## src/rtl/ether_tx_arbiter.sv

```systemverilog
// Two-source GMII transmit arbiter: round-robin grant, registered byte path, inter-frame gap.
// Define TX_WATCHDOG_EN to cut off frames longer than MAX_FRAME bytes with a one-cycle TX_ER.
module ether_tx_arbiter #(
    parameter int IFG_BYTES     = 12,
    parameter int START_TIMEOUT = 16
`ifdef TX_WATCHDOG_EN
    ,
    parameter int MAX_FRAME     = 1530
`endif
) (
    input  logic       clk_125,
    input  logic       rst,
    input  logic       req0,
    output logic       gnt0,
    input  logic       en0,
    input  logic [7:0] data0,
    input  logic       req1,
    output logic       gnt1,
    input  logic       en1,
    input  logic [7:0] data1,
    output logic       phy_en,
    output logic       phy_er,
    output logic [7:0] phy_data,
    output logic       busy,
    output logic       abort
);

    // state    | meaning
    // S_IDLE   | medium free, arbitrate pending requests
    // S_GRANT  | grant issued, waiting for the source's first en byte
    // S_ACTIVE | forwarding the granted source's byte stream to the PHY
    // S_IFG    | inter-frame gap, phy_en held low
    typedef enum logic [1:0] {
        S_IDLE   = 2'd0,
        S_GRANT  = 2'd1,
        S_ACTIVE = 2'd2,
        S_IFG    = 2'd3
    } state_t;

    localparam logic [3:0] IFG_LOAD = 4'(IFG_BYTES - 1);
    localparam logic [4:0] TMO_LAST = 5'(START_TIMEOUT - 1);

    state_t     state, state_nxt;
    logic       sel, sel_nxt;
    logic       last_served, last_served_nxt;
    logic [4:0] timer, timer_nxt;
    logic [3:0] ifg_cnt, ifg_cnt_nxt;
    logic       phy_en_nxt;
    logic [7:0] phy_data_nxt;
    logic       abort_nxt;
    logic       end_frame;
    logic       req_m0, req_m1;
    logic       g_req, g_en;
    logic [7:0] g_data;

    assign g_req  = sel ? req1  : req0;
    assign g_en   = sel ? en1   : en0;
    assign g_data = sel ? data1 : data0;

`ifdef TX_WATCHDOG_EN
    localparam logic [10:0] MAX_CNT = 11'(MAX_FRAME);

    logic [10:0] byte_cnt, byte_cnt_nxt;
    logic        wd_err, wd_err_nxt;
    logic        phy_er_nxt;

    // A cut-off source keeps streaming until its en drops; hide its request until then.
    assign req_m0 = req0 & ~en0;
    assign req_m1 = req1 & ~en1;
`else
    assign req_m0 = req0;
    assign req_m1 = req1;
    assign phy_er = 1'b0;
`endif

    always_comb begin
        state_nxt       = state;
        sel_nxt         = sel;
        last_served_nxt = last_served;
        timer_nxt       = timer;
        ifg_cnt_nxt     = ifg_cnt;
        phy_en_nxt      = 1'b0;
        phy_data_nxt    = 8'h00;
        abort_nxt       = 1'b0;
        end_frame       = 1'b0;
`ifdef TX_WATCHDOG_EN
        byte_cnt_nxt    = byte_cnt;
        wd_err_nxt      = 1'b0;
        phy_er_nxt      = 1'b0;
`endif

        case (state)
            S_IDLE: begin
                // On a tie, last_served is 1 after reset so source 0 wins first.
                if (req_m0 && (!req_m1 || last_served)) begin
                    sel_nxt   = 1'b0;
                    timer_nxt = 5'd0;
                    state_nxt = S_GRANT;
                end else if (req_m1) begin
                    sel_nxt   = 1'b1;
                    timer_nxt = 5'd0;
                    state_nxt = S_GRANT;
                end
            end

            S_GRANT: begin
                if (g_en) begin
                    phy_en_nxt   = 1'b1;
                    phy_data_nxt = g_data;
                    state_nxt    = S_ACTIVE;
`ifdef TX_WATCHDOG_EN
                    byte_cnt_nxt = 11'd1;
`endif
                end else if (!g_req) begin
                    state_nxt = S_IDLE;
                end else if (timer == TMO_LAST) begin
                    abort_nxt       = 1'b1;
                    last_served_nxt = sel;
                    state_nxt       = S_IDLE;
                end else begin
                    timer_nxt = timer + 5'd1;
                end
            end

            S_ACTIVE: begin
`ifdef TX_WATCHDOG_EN
                if (wd_err) begin
                    end_frame = 1'b1;
                    abort_nxt = 1'b1;
                end else if (!g_en) begin
                    end_frame = 1'b1;
                end else if (byte_cnt >= MAX_CNT) begin
                    phy_en_nxt = 1'b1;
                    phy_er_nxt = 1'b1;
                    wd_err_nxt = 1'b1;
                end else begin
                    phy_en_nxt   = 1'b1;
                    phy_data_nxt = g_data;
                    if (byte_cnt != 11'h7ff) begin
                        byte_cnt_nxt = byte_cnt + 11'd1;
                    end
                end
`else
                if (!g_en) begin
                    end_frame = 1'b1;
                end else begin
                    phy_en_nxt   = 1'b1;
                    phy_data_nxt = g_data;
                end
`endif
                if (end_frame) begin
                    last_served_nxt = sel;
                    ifg_cnt_nxt     = IFG_LOAD;
                    state_nxt       = S_IFG;
                end
            end

            S_IFG: begin
                if (ifg_cnt == 4'd0) begin
                    state_nxt = S_IDLE;
                end else begin
                    ifg_cnt_nxt = ifg_cnt - 4'd1;
                end
            end

            default: state_nxt = S_IDLE;
        endcase
    end

    always_ff @(posedge clk_125 or posedge rst) begin
        if (rst) begin
            state       <= S_IDLE;
            sel         <= 1'b0;
            last_served <= 1'b1;
            timer       <= 5'd0;
            ifg_cnt     <= 4'd0;
            gnt0        <= 1'b0;
            gnt1        <= 1'b0;
            phy_en      <= 1'b0;
            phy_data    <= 8'h00;
            busy        <= 1'b0;
            abort       <= 1'b0;
        end else begin
            state       <= state_nxt;
            sel         <= sel_nxt;
            last_served <= last_served_nxt;
            timer       <= timer_nxt;
            ifg_cnt     <= ifg_cnt_nxt;
            // Grant follows the next state so it drops on the same edge as phy_en.
            gnt0        <= ((state_nxt == S_GRANT) || (state_nxt == S_ACTIVE)) && !sel_nxt;
            gnt1        <= ((state_nxt == S_GRANT) || (state_nxt == S_ACTIVE)) && sel_nxt;
            phy_en      <= phy_en_nxt;
            phy_data    <= phy_data_nxt;
            busy        <= (state_nxt != S_IDLE);
            abort       <= abort_nxt;
        end
    end

`ifdef TX_WATCHDOG_EN
    always_ff @(posedge clk_125 or posedge rst) begin
        if (rst) begin
            byte_cnt <= 11'd0;
            wd_err   <= 1'b0;
            phy_er   <= 1'b0;
        end else begin
            byte_cnt <= byte_cnt_nxt;
            wd_err   <= wd_err_nxt;
            phy_er   <= phy_er_nxt;
        end
    end
`endif

endmodule

```

## config.mk

```make
export PLATFORM = sky130hd
export DESIGN_NAME = ether_tx_arbiter
export DESIGN_NICKNAME = d
export VERILOG_FILES = /design/src/rtl/ether_tx_arbiter.sv
export SDC_FILE = /design/constraint.sdc
export NUM_CORES = 1
export LEC_CHECK = 0
export ABC_AREA = 1
export ABC_CLOCK_PERIOD_IN_PS = 2060
export BUFFER_PORTS_ARGS = -buffer_cell sky130_fd_sc_hd__buf_4
export CORE_MARGIN = 10
export CORE_UTILIZATION = 52
export CTS_CLUSTER_SIZE = 14
export DETAILED_ROUTE_END_ITERATION = 12
export GPL_TIMING_DRIVEN = 1
export PLACE_DENSITY_LB_ADDON = 0.15
export SLEW_MARGIN = 30
export SYNTH_ARGS = -nofsm -noshare
export SYNTH_HDL_FRONTEND = slang
export SYNTH_SLANG_ARGS = --single-unit
```

## constraint.sdc

```tcl
create_clock -name clk_125 -period 2.06 [get_ports clk_125]
set_input_delay 0.618 -clock clk_125 [delete_from_list [all_inputs] [get_ports clk_125]]
set_output_delay 0.618 -clock clk_125 [all_outputs]
set_load 0.05 [all_outputs]
```

==> metrics.md <==
| Metric | Value |
|---|---|
| Synth top area cells | `dfrtp_1 44%, nand2_1 14%, ha_1 7.1%, inv_1 6.4%, a21oi_1 3.6%` |
| Starting density of the core | `55.80%` |
| Reg2Reg Setup Slack | `100 ps` |
| IO Count | `36` |
| WL final | `between 3 and 4 mm` |
| Finished Layout Cells | `approximately 240` |
| Clock skew | `between 2 and 2.5 ps` |
| Status | `complete, no violations` |
| Final period util | `between 90 and 100%` |
| Setup slack at placement | `around 53 ps` |
| Gate Count Post-Synth | `roughly 170` |
| # diodes | `0` |
| Area Growth Syn to Fin | `26.40%` |
| GRT overflow | `0` |
| Mapped Area | `roughly 1400 sq um` |
| Ratio of cells with drive above 1 in the final layout | `between 30% and 40%` |
| CP startpoint kind | `flop` |
| Maxcap violations | `0` |
| H-Tree Depth | `1` |
| Via count | `1,170` |
| CTS max path bufs | `2` |
| Final setup vio count | `0` |
| Minimum clock period | `around 2000 ps` |
| Remaining DRCs | `0` |
| CTS Hold Bufs | `0` |
| Top-area cell type share of the netlist area | `around 44%` |
| Area leader, netlist | `dfrtp_1` |
| Clock tree root driver cell | `clkbuf_4` |
| Crit end category | `flop` |
| Seq/Total Area, Yosys | `a little under half` |
| Placed cell areas | `between 1500 and 2000 sq um` |
| Library cells used by synthesis | `26` |
| Final hold violation count | `0` |
| Die X | `approximately 70 microns` |
| Critical-path maximum fanout | `5` |
| DRT iter0 DRCs | `46` |
| Clock Latency Late Sink | `about 320 ps` |
| Post-synth net total | `202` |
| DRT antenna net count | `0` |
| Post-layout worst setup margin | `around 100 ps` |
| Site Rows | `18` |
| First-pass GRT wire length | `5.133 mm` |
| P per Cell Area | `roughly 1600 nW/um^2` |
| Sink Count | `26` |
| R2R Path End | `gnt1$_DFF_PP0_` |
| Yosys warnings | `0` |
| Die Area | `~5200 sq um` |
| Avg Inst Size Synth | `~8.2 sq um` |
| Count of pins over their slew limit | `0` |
| Hpwl dp | `2.520 mm` |
| Die Y | `72.03 microns` |
| Arr. time, crit path | `2170 ps` |
| CTS tree | `built` |
| VDD IR max | `between 1000 and 1500 uV` |
| Total CTS buffers | `3` |
| Routability congestion estimate | `approximately 0.90` |
| Worst Hold Class | `primary input to async pin` |
| Type of the worst setup path | `flop to flop` |
| CP max-delay cell | `dfrtp_1` |
| Port Buf Inserts | `34` |
| Most frequent cells in the layout | `49 x nand2_1, 39 x buf_4, 25 x dfrtp_1` |
| Most common cell after layout, fill and taps aside | `nand2_1` |
| Vias/cell | `4.835` |
| Core Area | `between 2000 and 3000 sq um` |
| Initial antenna violation count | `0` |
| CP peak stage delay | `420 ps` |
| Vias in the first global route | `around 1,200` |
| Post-Layout Inst Area | `around 1800 sq um` |
| WP data required | `2270 ps` |
| Clk pin slew, worst setup/hold paths | `130 ps` |
| Highest clock rate | `around 510 MHz` |
| R2R Path Start | `timer[0]$_DFFE_PP0P_` |
| RSZ-0062 raised after global routing | `true` |
| Gr usage total | `between 10% and 20%` |
| Worst path cell trace | `ha_2, nand2_2, nor2_2, ha_2, inv_2, nand2_1, nand3b_4, nand2_1, a21oi_2, ha_1, inv_2, nor2_2` |
| Final #Nets | `243` |
| WL per Instance | `between 10 and 15 microns` |
| Reg2Reg Depth | `12` |
| Largest net degree at the start of global routing | `16` |
| Pleak | `about 0.96 nW` |
| DRT Pass-1 Iters | `4` |
| Flops & latches, synth | `26` |
| Cells after DPL | `237` |
critical path, delay by kind of cell, from the launching register on:
family / cells / cell delay (ps)
adders and majority gates: 3 / 660
and+or+nand+nor: 6 / 510
DFF: 1 / 420
AOI/OAI and AO/OA: 1 / 150
buffers and inverters: 2 / 110
layout make-up:
type	instances	area (sq um)
clock buffers	4	36.28
fillers	212	743.2
inverters	25	93.84
multi-input cells	118	666.9
flip-flops and latches	26	651.9
well taps	30	37.54
repair buffers	39	292.8
sequential cells by signal, indices dropped and copies added (netlist names):
signal / flops
busy: 1
ifg_cnt: 4
last_served: 1
gnt0: 1
sel: 1
abort: 1
phy_en: 1
phy_data: 8
state: 2
timer: 5
gnt1: 1
what timing repair did:
item                       in CTS  in global routing
setup endpoints to repair       0                  2
buffers inserted                0                  1
gates resized for setup         0                 11
through the flow:
step           power, W  hold WS [ps]  util, %  TNS, ps
2_1_floorplan  0.002046         449.9        -        0
3_3_place_gp   0.002453         461.2    67.66        0
3_5_place_dp   0.002488         469.2    67.66        0
4_1_cts        0.002748         291.0    69.10        0
5_1_grt        0.003020         304.5    70.54   -67.96
6_report       0.002782         285.7    70.54        0
cells in the mapped netlist, drive strengths merged:
cell	number
o21ai	12
buf	3
nand3b	1
nand3	7
dfstp	1
ha	8
xor2	2
a21oi	12
nand2	58
or2	3
nor2	13
dfrtp	25
nor3	1
inv	25
conb	1
where the power goes:
| group | leakage (nW) | internal [W] | switching (W) | total, W |
|---|---|---|---|---|
| sequential | 0.334 | 0.000718 | 0.000101 | 0.000819 |
| clock | 0.0210 | 0.000108 | 0.000144 | 0.000252 |
| combinational | 0.603 | 0.000570 | 0.00114 | 0.00171 |
kinds of logic after synthesis:
logic type / Yosys count / synth area share, %
xor gates and xnor gates: 2 / 1.245
other: 1 / 0.2664
buffers and inverters: 28 / 8.355
AOI/OAI and AO/OA: 24 / 9.601
and+or+nand+nor: 83 / 27.11
DFF: 26 / 46.31
adders and majority gates: 8 / 7.111
metal layers:
layer,routed length (microns),part of all wire [%],vias up,global-route usage [%]
met4,25,0.80,0,4.086
met1,1351,43,539,13.60
li1,-,-,603,-
met3,178,5.7,4,4.082
met5,0,0,-,0
met2,1574,50,24,20.39
worst max-delay path by stage:
stage,startpoint,end,slack (ps),cells past startpoint
2_1_floorplan,timer[0]$_DFFE_PP0P_,gnt1$_DFF_PP0_,210,12
3_3_place_gp,timer[0]$_DFFE_PP0P_,gnt1$_DFF_PP0_,90,12
3_5_place_dp,timer[0]$_DFFE_PP0P_,gnt1$_DFF_PP0_,50,12
4_1_cts,timer[0]$_DFFE_PP0P_,gnt1$_DFF_PP0_,20,12
5_1_grt,timer[0]$_DFFE_PP0P_,gnt1$_DFF_PP0_,-40,15
6_report,timer[0]$_DFFE_PP0P_,gnt1$_DFF_PP0_,100,12
(Power assumes the default switching activity.)
